<file path="src/rtl/aes_kat_pkg.sv">
// rtl/aes_kat_pkg.sv - FIPS-197 Appendix C vectors, key-size codes and FSM encoding for the KAT sequencer
package aes_kat_pkg;

    localparam logic [1:0] NK4    = 2'b00;
    localparam logic [1:0] NK6    = 2'b01;
    localparam logic [1:0] NK8    = 2'b10;
    localparam logic [1:0] NK_BAD = 2'b11;

    localparam logic [2:0] ST_IDLE     = 3'd0;
    localparam logic [2:0] ST_LOAD     = 3'd1;
    localparam logic [2:0] ST_ENC_REQ  = 3'd2;
    localparam logic [2:0] ST_ENC_WAIT = 3'd3;
    localparam logic [2:0] ST_DEC_REQ  = 3'd4;
    localparam logic [2:0] ST_DEC_WAIT = 3'd5;
    localparam logic [2:0] ST_FINISH   = 3'd6;
    localparam logic [2:0] ST_ERR      = 3'd7;

    localparam logic [127:0] KAT_PT = 128'h00112233445566778899aabbccddeeff;

    localparam logic [127:0] KAT_KEY_128 = 128'h000102030405060708090a0b0c0d0e0f;
    localparam logic [191:0] KAT_KEY_192 =
        192'h000102030405060708090a0b0c0d0e0f1011121314151617;
    localparam logic [255:0] KAT_KEY_256 =
        256'h000102030405060708090a0b0c0d0e0f101112131415161718191a1b1c1d1e1f;

    localparam logic [127:0] KAT_CT_128 = 128'h69c4e0d86a7b0430d8cdb78070b4c55a;
    localparam logic [127:0] KAT_CT_192 = 128'hdda97ca4864cdfe06eaf70a0ec0d7191;
    localparam logic [127:0] KAT_CT_256 = 128'h8ea2b7ca516745bfeafc49904b496089;

endpackage

</file>
<file path="src/rtl/aes_kat_rom.sv">
// rtl/aes_kat_rom.sv - combinational lookup of the known-answer key and ciphertext for a key size
module aes_kat_rom
    import aes_kat_pkg::*;
(
    input  logic [1:0]   nk_i,
    output logic [255:0] key_o,
    output logic [127:0] ct_o
);

    // Keys are left-justified so the engine always reads the first key byte from bit 255.
    always_comb begin
        key_o = '0;
        ct_o  = '0;
        case (nk_i)
            NK4: begin
                key_o = {KAT_KEY_128, 128'h0};
                ct_o  = KAT_CT_128;
            end
            NK6: begin
                key_o = {KAT_KEY_192, 64'h0};
                ct_o  = KAT_CT_192;
            end
            NK8: begin
                key_o = KAT_KEY_256;
                ct_o  = KAT_CT_256;
            end
            default: begin
                key_o = '0;
                ct_o  = '0;
            end
        endcase
    end

endmodule

</file>
<file path="src/rtl/aes_kat_sequencer.sv">
// rtl/aes_kat_sequencer.sv - AES encrypt/decrypt known-answer-test sequencer
// Define AES_KAT_SWEEP_EN to run Nk4, Nk6 and Nk8 back-to-back on a single go.
module aes_kat_sequencer
    import aes_kat_pkg::*;
#(
    parameter int TIMEOUT_CYCLES = 4096,
    parameter int CNT_W          = 13
) (
    input  logic         clk,
    input  logic         reset,
    input  logic         go,
    input  logic [1:0]   nk_sel,
    output logic [1:0]   nk_val,
    output logic [127:0] data_in,
    output logic [255:0] key_in,
    output logic         start_enc,
    output logic         start_dec,
    input  logic         done_enc,
    input  logic         done_dec,
    input  logic [127:0] data_out,
    output logic         busy,
    output logic         pass_enc,
    output logic         pass_dec,
    output logic         done,
    output logic         timeout_err
);

`ifdef AES_KAT_SWEEP_EN
    localparam bit SWEEP = 1'b1;
    logic unused_nk_sel;
    assign unused_nk_sel = ^nk_sel;
`else
    localparam bit SWEEP = 1'b0;
`endif

    // Leaving WAIT as the counter steps onto TIMEOUT_CYCLES-1 puts done exactly TIMEOUT_CYCLES after start.
    localparam logic [CNT_W-1:0] CNT_LAST = CNT_W'(TIMEOUT_CYCLES - 2);

    logic [2:0]       state_q, state_d;
    logic [CNT_W-1:0] cnt_q, cnt_d;
    logic [1:0]       nk_val_q, nk_val_d;
    logic [127:0]     data_in_q, data_in_d;
    logic [255:0]     key_in_q, key_in_d;
    logic             pass_enc_q, pass_enc_d;
    logic             pass_dec_q, pass_dec_d;
    logic             timeout_err_q, timeout_err_d;

    logic [255:0]     rom_key;
    logic [127:0]     rom_ct;
    logic             enc_match;
    logic             dec_match;
    logic             accumulate;
    logic             last_size;

    aes_kat_rom u_rom (
        .nk_i  (nk_val_q),
        .key_o (rom_key),
        .ct_o  (rom_ct)
    );

    assign enc_match  = (data_out == rom_ct);
    assign dec_match  = (data_out == KAT_PT);
    assign accumulate = SWEEP && (nk_val_q != NK4);
    assign last_size  = !SWEEP || (nk_val_q == NK8);

    always_comb begin
        state_d       = state_q;
        cnt_d         = cnt_q;
        nk_val_d      = nk_val_q;
        data_in_d     = data_in_q;
        key_in_d      = key_in_q;
        pass_enc_d    = pass_enc_q;
        pass_dec_d    = pass_dec_q;
        timeout_err_d = timeout_err_q;

        case (state_q)
            ST_IDLE: begin
                if (go) begin
                    pass_enc_d    = 1'b0;
                    pass_dec_d    = 1'b0;
                    timeout_err_d = 1'b0;
`ifdef AES_KAT_SWEEP_EN
                    nk_val_d = NK4;
                    state_d  = ST_LOAD;
`else
                    nk_val_d = nk_sel;
                    state_d  = (nk_sel == NK_BAD) ? ST_ERR : ST_LOAD;
`endif
                end
            end
            ST_LOAD: begin
                data_in_d = KAT_PT;
                key_in_d  = rom_key;
                state_d   = ST_ENC_REQ;
            end
            ST_ENC_REQ: begin
                cnt_d   = '0;
                state_d = ST_ENC_WAIT;
            end
            ST_ENC_WAIT: begin
                if (done_enc) begin
                    pass_enc_d = enc_match & (accumulate ? pass_enc_q : 1'b1);
                    // Decrypt the reference ciphertext so a bad encrypt cannot hide a bad decrypt.
                    data_in_d  = rom_ct;
                    state_d    = ST_DEC_REQ;
                end else if (cnt_q == CNT_LAST) begin
                    state_d = ST_ERR;
                end else begin
                    cnt_d = cnt_q + CNT_W'(1);
                end
            end
            ST_DEC_REQ: begin
                cnt_d   = '0;
                state_d = ST_DEC_WAIT;
            end
            ST_DEC_WAIT: begin
                if (done_dec) begin
                    pass_dec_d = dec_match & (accumulate ? pass_dec_q : 1'b1);
                    state_d    = ST_FINISH;
                end else if (cnt_q == CNT_LAST) begin
                    state_d = ST_ERR;
                end else begin
                    cnt_d = cnt_q + CNT_W'(1);
                end
            end
            ST_FINISH: begin
                if (last_size) begin
                    state_d = ST_IDLE;
                end else begin
                    nk_val_d = nk_val_q + 2'd1;
                    state_d  = ST_LOAD;
                end
            end
            default: begin
                state_d = ST_IDLE;
            end
        endcase

        if ((state_d == ST_ERR) && (state_q != ST_ERR)) begin
            timeout_err_d = 1'b1;
            pass_enc_d    = 1'b0;
            pass_dec_d    = 1'b0;
        end
    end

    always_ff @(posedge clk) begin
        if (reset) begin
            state_q       <= ST_IDLE;
            cnt_q         <= '0;
            nk_val_q      <= '0;
            data_in_q     <= '0;
            key_in_q      <= '0;
            pass_enc_q    <= 1'b0;
            pass_dec_q    <= 1'b0;
            timeout_err_q <= 1'b0;
        end else begin
            state_q       <= state_d;
            cnt_q         <= cnt_d;
            nk_val_q      <= nk_val_d;
            data_in_q     <= data_in_d;
            key_in_q      <= key_in_d;
            pass_enc_q    <= pass_enc_d;
            pass_dec_q    <= pass_dec_d;
            timeout_err_q <= timeout_err_d;
        end
    end

    assign nk_val      = nk_val_q;
    assign data_in     = data_in_q;
    assign key_in      = key_in_q;
    assign start_enc   = (state_q == ST_ENC_REQ);
    assign start_dec   = (state_q == ST_DEC_REQ);
    assign busy        = (state_q != ST_IDLE);
    assign pass_enc    = pass_enc_q;
    assign pass_dec    = pass_dec_q;
    assign timeout_err = timeout_err_q;
    assign done        = ((state_q == ST_FINISH) && last_size) || (state_q == ST_ERR);

endmodule

</file>
<file path="config.mk">
export PLATFORM = sky130hd
export DESIGN_NAME = aes_kat_sequencer
export DESIGN_NICKNAME = d
export VERILOG_FILES = /design/src/rtl/aes_kat_pkg.sv /design/src/rtl/aes_kat_rom.sv /design/src/rtl/aes_kat_sequencer.sv
export SDC_FILE = /design/constraint.sdc
export NUM_CORES = 1
export LEC_CHECK = 0
export ABC_CLOCK_PERIOD_IN_PS = 3910
export BUFFER_PORTS_ARGS = -buffer_cell sky130_fd_sc_hd__buf_2
export CORE_AREA = 5 5 304 187
export CTS_CLUSTER_SIZE = 24
export DETAILED_ROUTE_END_ITERATION = 8
export DIE_AREA = 0 0 309 192
export SYNTH_ARGS = -nofsm -noshare
export SYNTH_HDL_FRONTEND = slang
export SYNTH_HIERARCHICAL = 1
export SYNTH_SLANG_ARGS = --single-unit
</file>
<file path="constraint.sdc">
create_clock -name clk -period 3.91 [get_ports clk]
set_clock_uncertainty 0.2 [all_clocks]
set_input_delay 0.782 -clock clk [delete_from_list [all_inputs] [get_ports clk]]
set_output_delay 0.782 -clock clk [all_outputs]
set_load 0.02 [all_outputs]
</file>
==> results.yml <==
route:
  drc: 0
  wl_per_cell_um: 19.5
  via_per_inst: 4.72
  wl_met2_mm: 28.7
  dr.pass1.iters: 5
  drtAntennaViolNets: 0
  wl_met1_mm: 31.2
  route.met3.wl_mm: 5.85
  wl_mm: 66.7
  initialDrtViolationCount: 1471
  top_layer_used: "met4"
  vias: 16200
timing:
  finalCritPeriodShare_pct: 86.5
  relSlewSlack_pct: 37.3
  finalHoldViolations: 0
  max_freq_mhz: 296
  finalSetupViolations: 0
  timing.setup.tns_ns: 0
  fin_crit_ns: 3.38
  slew_viol_final: 0
  fin_ws_ns: 0.528
  tightest_slew_ns: 0.939
  rsz0062_at_grt: "false"
logic_synthesis:
  mappedNetlistArea_um2: 19100
  yosys.area.top_type_share_pct: 42.5
  ys.warnings.count: 6
  synth_most_common_cell: "nand2_1"
  synth_mux_area_share_pct: 0
  synth_common_cells: "nand2_1, dfxtp_1, buf_4"
  synth.largest_area_cell: "dfxtp_1"
  syn_inst: 2419
  yosysUniqueCellTypes: 48
  synthArstFlopShare_pct: 0
  synth_top_family_by_area: "simple AND/OR/NAND/NOR gates"
  avgSynthCellArea_um2: 7.88
  synth_xor_area_share_pct: 6.48
  synth-compound-area-share_pct: 9.12
  ys_ff_latch: 405
  synth_edf_count: 0
  ys_seq_area_share_pct: 42.5
  synth_area_leaders: "dfxtp_1, buf_4, nand2_1, a21oi_1, xor2_1"
  ys.flop_type: "dfxtp_1"
  synth_adder_area_share_pct: 0.525
  synth-simple-area-share_pct: 23.0
clock_network:
  clk_latency_ns: 0.54
  cts_tree: "done"
  postCtsSetupRepairBufs: 0
  holdBufCountCts: 0
  cts_resized: 0
  cts_made_buffers: 41
  cts.sinks: 405
  cts-root-buf: "clkbuf_16"
  clkTransAtPathRegs_ns: 0.07
  clock_path_buffers: 3
  htreeDepth: 2
power_and_ir_drop:
  static-leakage-power_nw: 9.28
  combinationalPowerShare_pct: 24.7
  seqPwrFrac_pct: 42.2
  clkPwrFrac_pct: 33.1
  powerDensity_nw_per_um2: 523
  peakVddDrop_uv: 294
  switching_share_pct: 33.9
  p_int_w: 0.00742
  p_switching_w: 0.00381
floorplanning:
  die_h_um: 192
  io_pins: 528
  core_um2: 53600
  die_w_um: 309
  fp-row-count: 66
  fp.dieArea_um2: 59300
  start_util_pct: 35.6
worst_setup_path:
  worst-path-max-fanout: 20
  cp-start-kind: "flip-flop"
  crit_slowest_cell: "nor4_1"
  end_kind: "flip-flop"
  crit_chain: "inv_1, ha_2, buf_4, xor2_1, nor4_1, nand4_1, nor4_1, nand4_1, a211oi_2"
  max_stage_delay_ns: 0.57
  crit_arrival_ns: 3.64
  worstSetupPathType: "flip-flop to flip-flop"
  critical_path_required_ns: 4.16
finish:
  final_nets: 2831
  final_cell_area_um2: 21500
  stdcell_count: 3428
  syn2layout_area_growth_pct: 12.7
  layout-drive-gt1-share_pct: 23.6
worst_hold_path:
  hold_path.class: "flip-flop to flip-flop"
global_routing:
  grt_max_degree: 141
  overflow: 0
  grt_antenna_before_repair: 1
  grt.total_usage_pct: 21.3
  grt_pass1_vias: 14800
  grt_pass1_wl_mm: 97.1
place:
  dp_cells: 3359
  placed_area_um2: 20200
  place.gp.congestion: 1.05
  post-place-ws_ns: 0.640
  numPortBuffers: 527
  dp_hpwl_mm: 50.1
job:
  drv_cap: 0
status:
  status: "finished clean"
[registers in the layout, indices dropped and copies added (netlist names)]
register,count
key_in,256
nk_val,2
pass_enc,1
state_q,3
data_in,128
cnt_q,13
pass_dec,1
timeout_err,1
[cells in the final DEF (no fill, tap or decap), types with 9 or more instances in the layout]
master,Yosys,layout
clkbuf_8,2,9
nor2_1,85,84
nor3_1,137,137
a21oi_1,325,325
conb_1,1,191
nand3_1,73,73
xnor2_1,41,41
buf_2,45,526
buf_4,379,24
dfxtp_1,405,405
clkbuf_16,0,41
nor4_1,31,31
nand2_1,597,596
nand4_1,28,28
xor2_1,100,100
[critical path, delay by kind of cell (launching register included)]
family | cells | cell delay, ns
compound gates | 1 | 0.25
xor+xnor | 1 | 0.11
fa+ha+maj | 1 | 0.29
buf+inv | 2 | 0.55
flops | 1 | 0.37
simple gates | 4 | 1.51
[per-stage QoR]
step | utilization [%] | hold WS [ns] | total power, W
floorplan | - | 0.270 | 0.00696
global placement | 37.7 | 0.236 | 0.00753
detailed placement | 37.7 | 0.242 | 0.00758
CTS | 40.1 | 0.251 | 0.0113
global route | 40.1 | 0.265 | 0.0118
finish | 40.1 | 0.248 | 0.0112
[worst paths after layout]
check	from	end	slack, ns	depth (start not counted)
min	data_in[8]$_SDFFE_PP0P_	data_in[8]$_SDFFE_PP0P_	0.25	2
max	nk_val[0]$_SDFFE_PP0P_	pass_enc$_SDFFE_PP0P_	0.53	9
max reg2reg	nk_val[0]$_SDFFE_PP0P_	pass_enc$_SDFFE_PP0P_	0.53	9
min reg2reg	data_in[8]$_SDFFE_PP0P_	data_in[8]$_SDFFE_PP0P_	0.25	2
[area by class of cell]
cell class | count | area, um^2
fillers | 5540 | 32100
multi-input cells | 1674 | 8210
flip-flops and latches | 405 | 8110
repair buffers | 559 | 2990
clock buffers | 57 | 1180
well taps | 714 | 893
clock inverters | 11 | 72.6
inverters | 7 | 26.3
diodes | 1 | 2.50
[per-layer routing]
layer	up-vias	global-route usage, %
met1	7628	30.9
met2	562	31.6
met5	-	0
met4	0	3.37
met3	73	6.46
li1	7901	-
[kinds of logic after synthesis]
logic type,count (synthesis)
XOR/XNOR,141
other,1
adder cells (fa/ha/maj),8
AND/OR/NAND/NOR,996
AO/OA/AOI/OAI,338
flip-flops,405
buffers and inverters,530
[power by group through the flow]
stage / registers [W] / clock network (W) / logic [W]
after detailed placement: 0.00482 / 0 / 0.00276
final: 0.00473 / 0.00372 / 0.00278
after global routing: 0.00478 / 0.00403 / 0.00300
after CTS: 0.00473 / 0.00384 / 0.00276
after global placement: 0.00480 / 0 / 0.00273
after floorplan: 0.00524 / 0 / 0.00172
Power figures use the tool's default switching activity.
